===== config.mk =====
export PLATFORM = sky130hd
export DESIGN_NAME = mem_arbiter_flat
export DESIGN_NICKNAME = d
export VERILOG_FILES = /design/src/rtl/mem_arbiter_if.sv /design/src/rtl/mem_arbiter.sv /design/src/flat_wrapper.sv
export SDC_FILE = /design/constraint.sdc
export NUM_CORES = 1
export LEC_CHECK = 0
export BUFFER_PORTS_ARGS = -buffer_cell sky130_fd_sc_hd__buf_2
export CORE_AREA = 5 5 644 646
export DETAILED_ROUTE_END_ITERATION = 16
export DIE_AREA = 0 0 649 651
export GPL_TIMING_DRIVEN = 1
export MAX_ROUTING_LAYER = met4
export PLACE_DENSITY_LB_ADDON = 0.25
export SYNTH_ARGS = -nofsm -noshare
export SYNTH_HDL_FRONTEND = slang
export SYNTH_SLANG_ARGS = --single-unit
export TNS_END_PERCENT = 1

===== constraint.sdc =====
create_clock -name clk -period 2.23 [get_ports clk]
set_input_delay 0.1115 -clock clk [delete_from_list [all_inputs] [get_ports clk]]
set_output_delay 0.1115 -clock clk [all_outputs]
set_load 0.1 [all_outputs]

===== src/rtl/mem_arbiter_if.sv =====
// Bus bundle between the two L1 caches, the arbiter and the external memory pins.
// The arbiter connects through 'slave'; caches and memory together form the 'master' side.
interface mem_arbiter_if #(
    parameter int ADDR_W = 32,
    parameter int DATA_W = 256
);
    logic [ADDR_W-1:0] p0_addr_i;
    logic              p0_cs_i;
    logic              p0_we_i;
    logic [DATA_W-1:0] p0_data_i;
    logic [DATA_W-1:0] p0_data_o;
    logic              p0_ack_o;

    logic [ADDR_W-1:0] p1_addr_i;
    logic              p1_cs_i;
    logic              p1_we_i;
    logic [DATA_W-1:0] p1_data_i;
    logic [DATA_W-1:0] p1_data_o;
    logic              p1_ack_o;

    logic [ADDR_W-1:0] mem_addr_o;
    logic              mem_cs_o;
    logic              mem_we_o;
    logic [DATA_W-1:0] mem_data_o;
    logic [DATA_W-1:0] mem_data_i;
    logic              mem_ack_i;

    logic              grant_o;
    logic              busy_o;

    modport slave (
        input  p0_addr_i, p0_cs_i, p0_we_i, p0_data_i,
        output p0_data_o, p0_ack_o,
        input  p1_addr_i, p1_cs_i, p1_we_i, p1_data_i,
        output p1_data_o, p1_ack_o,
        output mem_addr_o, mem_cs_o, mem_we_o, mem_data_o,
        input  mem_data_i, mem_ack_i,
        output grant_o, busy_o
    );

    modport master (
        output p0_addr_i, p0_cs_i, p0_we_i, p0_data_i,
        input  p0_data_o, p0_ack_o,
        output p1_addr_i, p1_cs_i, p1_we_i, p1_data_i,
        input  p1_data_o, p1_ack_o,
        input  mem_addr_o, mem_cs_o, mem_we_o, mem_data_o,
        output mem_data_i, mem_ack_i,
        input  grant_o, busy_o
    );
endinterface


===== src/rtl/mem_arbiter.sv =====
// Two-port arbiter sharing the external line-memory port between I-cache (p0) and D-cache (p1).
// Define MEM_ARB_RR_EN for round-robin arbitration; otherwise port 1 has fixed priority.
module mem_arbiter #(
    parameter int ADDR_W = 32,
    parameter int DATA_W = 256
) (
    input  logic           clk,
    input  logic           rst,
    mem_arbiter_if.slave   bus
);

    typedef enum logic [1:0] {IDLE, BUSY, RESP} state_t;

    state_t            state;
    logic              win;
    logic [ADDR_W-1:0] sel_addr;
    logic [DATA_W-1:0] sel_data;
    logic              sel_we;

`ifdef MEM_ARB_RR_EN
    logic rr_ptr;

    // Pointer only breaks ties; a lone requester wins regardless.
    always_comb begin
        win = bus.p1_cs_i;
        if (bus.p0_cs_i && bus.p1_cs_i)
            win = rr_ptr;
    end
`else
    // D-cache first: a MEM-stage stall freezes the whole pipeline.
    always_comb begin
        win = bus.p1_cs_i;
    end
`endif

    always_comb begin
        sel_addr = win ? bus.p1_addr_i : bus.p0_addr_i;
        sel_data = win ? bus.p1_data_i : bus.p0_data_i;
        sel_we   = win ? bus.p1_we_i   : bus.p0_we_i;
    end

    always_ff @(posedge clk or negedge rst) begin
        if (!rst) begin
            state          <= IDLE;
            bus.mem_addr_o <= '0;
            bus.mem_data_o <= '0;
            bus.mem_cs_o   <= 1'b0;
            bus.mem_we_o   <= 1'b0;
            bus.p0_data_o  <= '0;
            bus.p1_data_o  <= '0;
            bus.p0_ack_o   <= 1'b0;
            bus.p1_ack_o   <= 1'b0;
            bus.grant_o    <= 1'b0;
            bus.busy_o     <= 1'b0;
`ifdef MEM_ARB_RR_EN
            rr_ptr         <= 1'b0;
`endif
        end else begin
            case (state)
                IDLE: begin
                    if (bus.p0_cs_i || bus.p1_cs_i) begin
                        bus.mem_addr_o <= sel_addr;
                        bus.mem_data_o <= sel_data;
                        bus.mem_we_o   <= sel_we;
                        bus.mem_cs_o   <= 1'b1;
                        bus.grant_o    <= win;
                        bus.busy_o     <= 1'b1;
                        state          <= BUSY;
`ifdef MEM_ARB_RR_EN
                        rr_ptr         <= ~rr_ptr;
`endif
                    end
                end
                BUSY: begin
                    // Latched request stays on the bus; requester inputs are ignored here.
                    if (bus.mem_ack_i) begin
                        if (!bus.mem_we_o) begin
                            if (bus.grant_o) bus.p1_data_o <= bus.mem_data_i;
                            else             bus.p0_data_o <= bus.mem_data_i;
                        end
                        if (bus.grant_o) bus.p1_ack_o <= 1'b1;
                        else             bus.p0_ack_o <= 1'b1;
                        bus.mem_cs_o <= 1'b0;
                        state        <= RESP;
                    end
                end
                RESP: begin
                    bus.p0_ack_o <= 1'b0;
                    bus.p1_ack_o <= 1'b0;
                    bus.busy_o   <= 1'b0;
                    state        <= IDLE;
                end
                default: state <= IDLE;
            endcase
        end
    end

endmodule


===== src/flat_wrapper.sv =====
// flat-port wrapper written by rule: the top's interface ports become plain ports
module mem_arbiter_flat 
#(
    parameter int ADDR_W = 32,
    parameter int DATA_W = 256
)
  (clk, rst, bus_p0_addr_i, bus_p0_cs_i, bus_p0_we_i, bus_p0_data_i, bus_p0_data_o, bus_p0_ack_o, bus_p1_addr_i, bus_p1_cs_i, bus_p1_we_i, bus_p1_data_i, bus_p1_data_o, bus_p1_ack_o, bus_mem_addr_o, bus_mem_cs_o, bus_mem_we_o, bus_mem_data_o, bus_mem_data_i, bus_mem_ack_i, bus_grant_o, bus_busy_o);
  mem_arbiter_if #(.ADDR_W(ADDR_W), .DATA_W(DATA_W)) bus_i ();
  input  logic clk;
  input  logic rst;
  input wire logic [$bits(bus_i.p0_addr_i)-1:0] bus_p0_addr_i;
  input wire logic [$bits(bus_i.p0_cs_i)-1:0] bus_p0_cs_i;
  input wire logic [$bits(bus_i.p0_we_i)-1:0] bus_p0_we_i;
  input wire logic [$bits(bus_i.p0_data_i)-1:0] bus_p0_data_i;
  output wire logic [$bits(bus_i.p0_data_o)-1:0] bus_p0_data_o;
  output wire logic [$bits(bus_i.p0_ack_o)-1:0] bus_p0_ack_o;
  input wire logic [$bits(bus_i.p1_addr_i)-1:0] bus_p1_addr_i;
  input wire logic [$bits(bus_i.p1_cs_i)-1:0] bus_p1_cs_i;
  input wire logic [$bits(bus_i.p1_we_i)-1:0] bus_p1_we_i;
  input wire logic [$bits(bus_i.p1_data_i)-1:0] bus_p1_data_i;
  output wire logic [$bits(bus_i.p1_data_o)-1:0] bus_p1_data_o;
  output wire logic [$bits(bus_i.p1_ack_o)-1:0] bus_p1_ack_o;
  output wire logic [$bits(bus_i.mem_addr_o)-1:0] bus_mem_addr_o;
  output wire logic [$bits(bus_i.mem_cs_o)-1:0] bus_mem_cs_o;
  output wire logic [$bits(bus_i.mem_we_o)-1:0] bus_mem_we_o;
  output wire logic [$bits(bus_i.mem_data_o)-1:0] bus_mem_data_o;
  input wire logic [$bits(bus_i.mem_data_i)-1:0] bus_mem_data_i;
  input wire logic [$bits(bus_i.mem_ack_i)-1:0] bus_mem_ack_i;
  output wire logic [$bits(bus_i.grant_o)-1:0] bus_grant_o;
  output wire logic [$bits(bus_i.busy_o)-1:0] bus_busy_o;
  assign bus_i.p0_addr_i = bus_p0_addr_i;
  assign bus_i.p0_cs_i = bus_p0_cs_i;
  assign bus_i.p0_we_i = bus_p0_we_i;
  assign bus_i.p0_data_i = bus_p0_data_i;
  assign bus_p0_data_o = bus_i.p0_data_o;
  assign bus_p0_ack_o = bus_i.p0_ack_o;
  assign bus_i.p1_addr_i = bus_p1_addr_i;
  assign bus_i.p1_cs_i = bus_p1_cs_i;
  assign bus_i.p1_we_i = bus_p1_we_i;
  assign bus_i.p1_data_i = bus_p1_data_i;
  assign bus_p1_data_o = bus_i.p1_data_o;
  assign bus_p1_ack_o = bus_i.p1_ack_o;
  assign bus_mem_addr_o = bus_i.mem_addr_o;
  assign bus_mem_cs_o = bus_i.mem_cs_o;
  assign bus_mem_we_o = bus_i.mem_we_o;
  assign bus_mem_data_o = bus_i.mem_data_o;
  assign bus_i.mem_data_i = bus_mem_data_i;
  assign bus_i.mem_ack_i = bus_mem_ack_i;
  assign bus_grant_o = bus_i.grant_o;
  assign bus_busy_o = bus_i.busy_o;
  mem_arbiter #(.ADDR_W(ADDR_W), .DATA_W(DATA_W)) u_core (.clk(clk), .rst(rst), .bus(bus_i));
endmodule

==> out/metrics.yaml <==
run_status:
  status: "finished clean"
worst_setup_path:
  crit_path_max_fanout: 41
  startpoint: "bus_p1_cs_i"
  rr_startpoint: "u_core.state[0]$_DFFE_PN0P_"
  endpoint: "u_core.bus.mem_data_o[26]$_DFFE_PN0P_"
  reg2reg_to: "u_core.bus.p1_data_o[170]$_DFFE_PN0P_"
  worstPathArrival_ps: 2850
  criticalPathCategory: "primary input to flop"
  regToRegSetupSlack_ps: 120
  cp-start-kind: "primary input"
  ff2ff_path_depth: 5
  timing.critical_path.required_ps: 2930
  setup.worst_path.end_class: "flop"
synthesis:
  synth_nets: 2882
  synthSimpleGateAreaFrac_pct: 0.1786
  synth.cell_area_um2: 34320
  synth_warnings: 0
  synth-seq-cells: 808
  synth.distinct_cells: 18
  synth.area.mux_share_pct: 38.39
  yosys.area_share.adder_pct: 0
  syn-instance-count: 2043
  synth_xor_xnor_area_share_pct: 0
  synth_seq_area_share_pct: 58.92
  synth_compound_gate_area_share_pct: 0.1568
  synth_top_area_cell: "sky130_fd_sc_hd__dfrtp_1"
  synth.avg_cell_area_um2: 16.80
  netlist_top_cells_area: "sky130_fd_sc_hd__dfrtp_1 (59%), sky130_fd_sc_hd__mux2_2 (28%), sky130_fd_sc_hd__mux2_4 (10%)"
  synth_top_family_by_area: "multiplexers"
  yosysTopAreaCellShare_pct: 58.92
layout:
  area.sequential_um2: 20220
  layout-drive-gt1-share_pct: 63.59
  fillCellCount: 45720
  multi_input_area_um2: 13310
  area_growth_pct: 82.34
  nNetsFinal: 5510
grt:
  grt_first_pass_wirelength_um: 398000
  largest_net_degree_at_the_start_of_global_routing: 88
  initial_antenna_violation_count: 273
  grt_util_all_layers_pct: 15.06
  globalRoute.totalOverflow: 0
  first_global_vias: 32700
detailed_routing:
  drt-total-wl_um: 320800
  drc: 0
  dr_vias: 30210
  drt_iter0_markers: 1402
  detail_route.vias_per_cell: 2.939
  ant_nets: 0
  routedWlPerCell_um: 31.20
  first_pass_detailed_route_iteration_total: 5
timing:
  timing.max_slew.rel_slack_pct: 37.06
  final_min_period_over_clock_period_pct: 96.66
  final-setup-viol-count: 0
  slew_violations: 0
  clock_skew_ps: 32.91
  clock.fmax_mhz: 463.9
  rsz_0062_raised_after_global_routing: "false"
  hold_violation_count_in_the_final_report: 0
  finalSetupTns_ps: 0
  final_period_demand_of_the_worst_path_ps: 2155
  actual_transition_at_the_worst_max_transition_pin_ps: 950.7
die:
  io_pins: 1645
  die_area_um2: 422500
  num_rows: 235
  die_x_um: 649
  die_y_um: 651
  floorplan.initialDensity_pct: 8.403
  core_area_um2: 408400
clocking:
  cts_post_setup_buffers_inserted: 0
  cts_root_buf: "sky130_fd_sc_hd__clkbuf_16"
  number_of_sinks_on_the_clock_net: 808
  clk_pin_slew_ps: 60
  cts_made_buffers: 111
  clock_path_buffers: 4
  tritoncts_clock_tree: "built"
  clk_latency_ps: 840
  cts_htree_levels: 3
place:
  globalplace.congestion: 0.9705
  number_of_i_o_port_buffers: 1644
  hpwl_um: 282400
hold_path:
  worst_hold_path_type: "primary input to flop"
flow_run:
  maxCapViolCount: 0
layer usage:
layer  GRT usage (%)  routed length, um  vias up
li1                -                  -    12730
met1           16.17             123200    15330
met2           25.11             154400     1610
met3           7.410              34450      532
met4           3.103               8697        0
met5               -                  0        -
final cells by class:
cell class / instances / share of cell area [%]
clock inverters: 32 / 0.5539
well taps: 5451 / 10.90
repair buffers: 2637 / 29.47
clock buffers: 159 / 5.161
diodes: 80 / 0.3199
flip-flops and latches: 808 / 32.31
multi-input cells: 1110 / 21.27
inverters: 3 / 0.01800
cells by family after synthesis:
family / after synthesis
AO/OA/AOI/OAI: 9
buffers and inverters: 125
flip-flops: 808
multiplexers: 1090
AND/OR/NAND/NOR: 11
sequential cells by signal, summed over array words and instances, names as in the netlist:
name                   flops
u_core.bus.mem_addr_o     32
u_core.bus.mem_cs_o        1
u_core.bus.mem_we_o        1
u_core.bus.p1_ack_o        1
u_core.state               2
u_core.bus.grant_o         1
u_core.bus.p1_data_o     256
u_core.bus.p0_ack_o        1
u_core.bus.busy_o          1
u_core.bus.mem_data_o    256
u_core.bus.p0_data_o     256
cells in the mapped netlist (all sizes together):
cell type and count:
a22o 1, a31oi 2, buf 91, clkbuf 31
dfrtp 808, inv 3, mux2 1090, nand2 7
nand3b 1, nor2 1, nor3 1, o21a 1
o21ai 5, or3 1
layout by cell type, fill, tap and decap left out, drive strengths merged:
cell	n
a22o	1
a31oi	2
buf	1755
bufinv	5
clkbuf	159
clkinv	22
clkinvlp	2
dfrtp	808
diode	80
dlygate4sd3	882
inv	6
mux2	1090
nand2	7
nand3b	1
nor2	1
nor3	1
o21a	1
o21ai	5
or3	1
worst min-delay path by stage:
stage	start	end	slack, ps	cells past startpoint
2_1_floorplan	rst	u_core.bus.busy_o$_DFFE_PN0P_	-180	0
3_3_place_gp	rst	u_core.bus.mem_data_o[237]$_DFFE_PN0P_	80	1
3_5_place_dp	rst	u_core.bus.mem_data_o[237]$_DFFE_PN0P_	80	1
4_1_cts	bus_mem_data_i[218]	u_core.bus.p1_data_o[218]$_DFFE_PN0P_	0.1	3
5_1_grt	bus_mem_data_i[15]	u_core.bus.p1_data_o[15]$_DFFE_PN0P_	30	3
6_report	bus_mem_data_i[102]	u_core.bus.p1_data_o[102]$_DFFE_PN0P_	110	3
metrics by stage:
| step | utilization, % | hold slack [ps] | setup WS, ps | cells | area (um2) |
|---|---|---|---|---|---|
| after floorplan | - | -184.1 | 153.3 | 2043 | 34320 |
| after global placement | 12.23 | 77.15 | 171.8 | 9126 | 49940 |
| after detailed placement | 12.23 | 76.84 | 116.3 | 9126 | 49940 |
| after CTS | 15.27 | 0.1346 | 43.76 | 10200 | 62370 |
| after global routing | 15.31 | 33.59 | 11.36 | 10270 | 62540 |
| final | 15.32 | 107.2 | 74.56 | 10280 | 62580 |
critical path, stage by stage:
cell and delay, ps:
sky130_fd_sc_hd__dlygate4sd3_1 570, sky130_fd_sc_hd__buf_8 420, sky130_fd_sc_hd__buf_4 410, sky130_fd_sc_hd__mux2_2 400
sky130_fd_sc_hd__dlygate4sd3_1 600, sky130_fd_sc_hd__mux2_2 270
what timing repair did:
action                     4_1_cts  5_1_grt
resized for setup                1        1
hold endpoints to repair      1616        0
setup endpoints to repair        1       40
hold buffers                   883        0
Power is not shown: default switching activity piles up to over one toggle a cycle in this logic, so the estimate is an artifact.
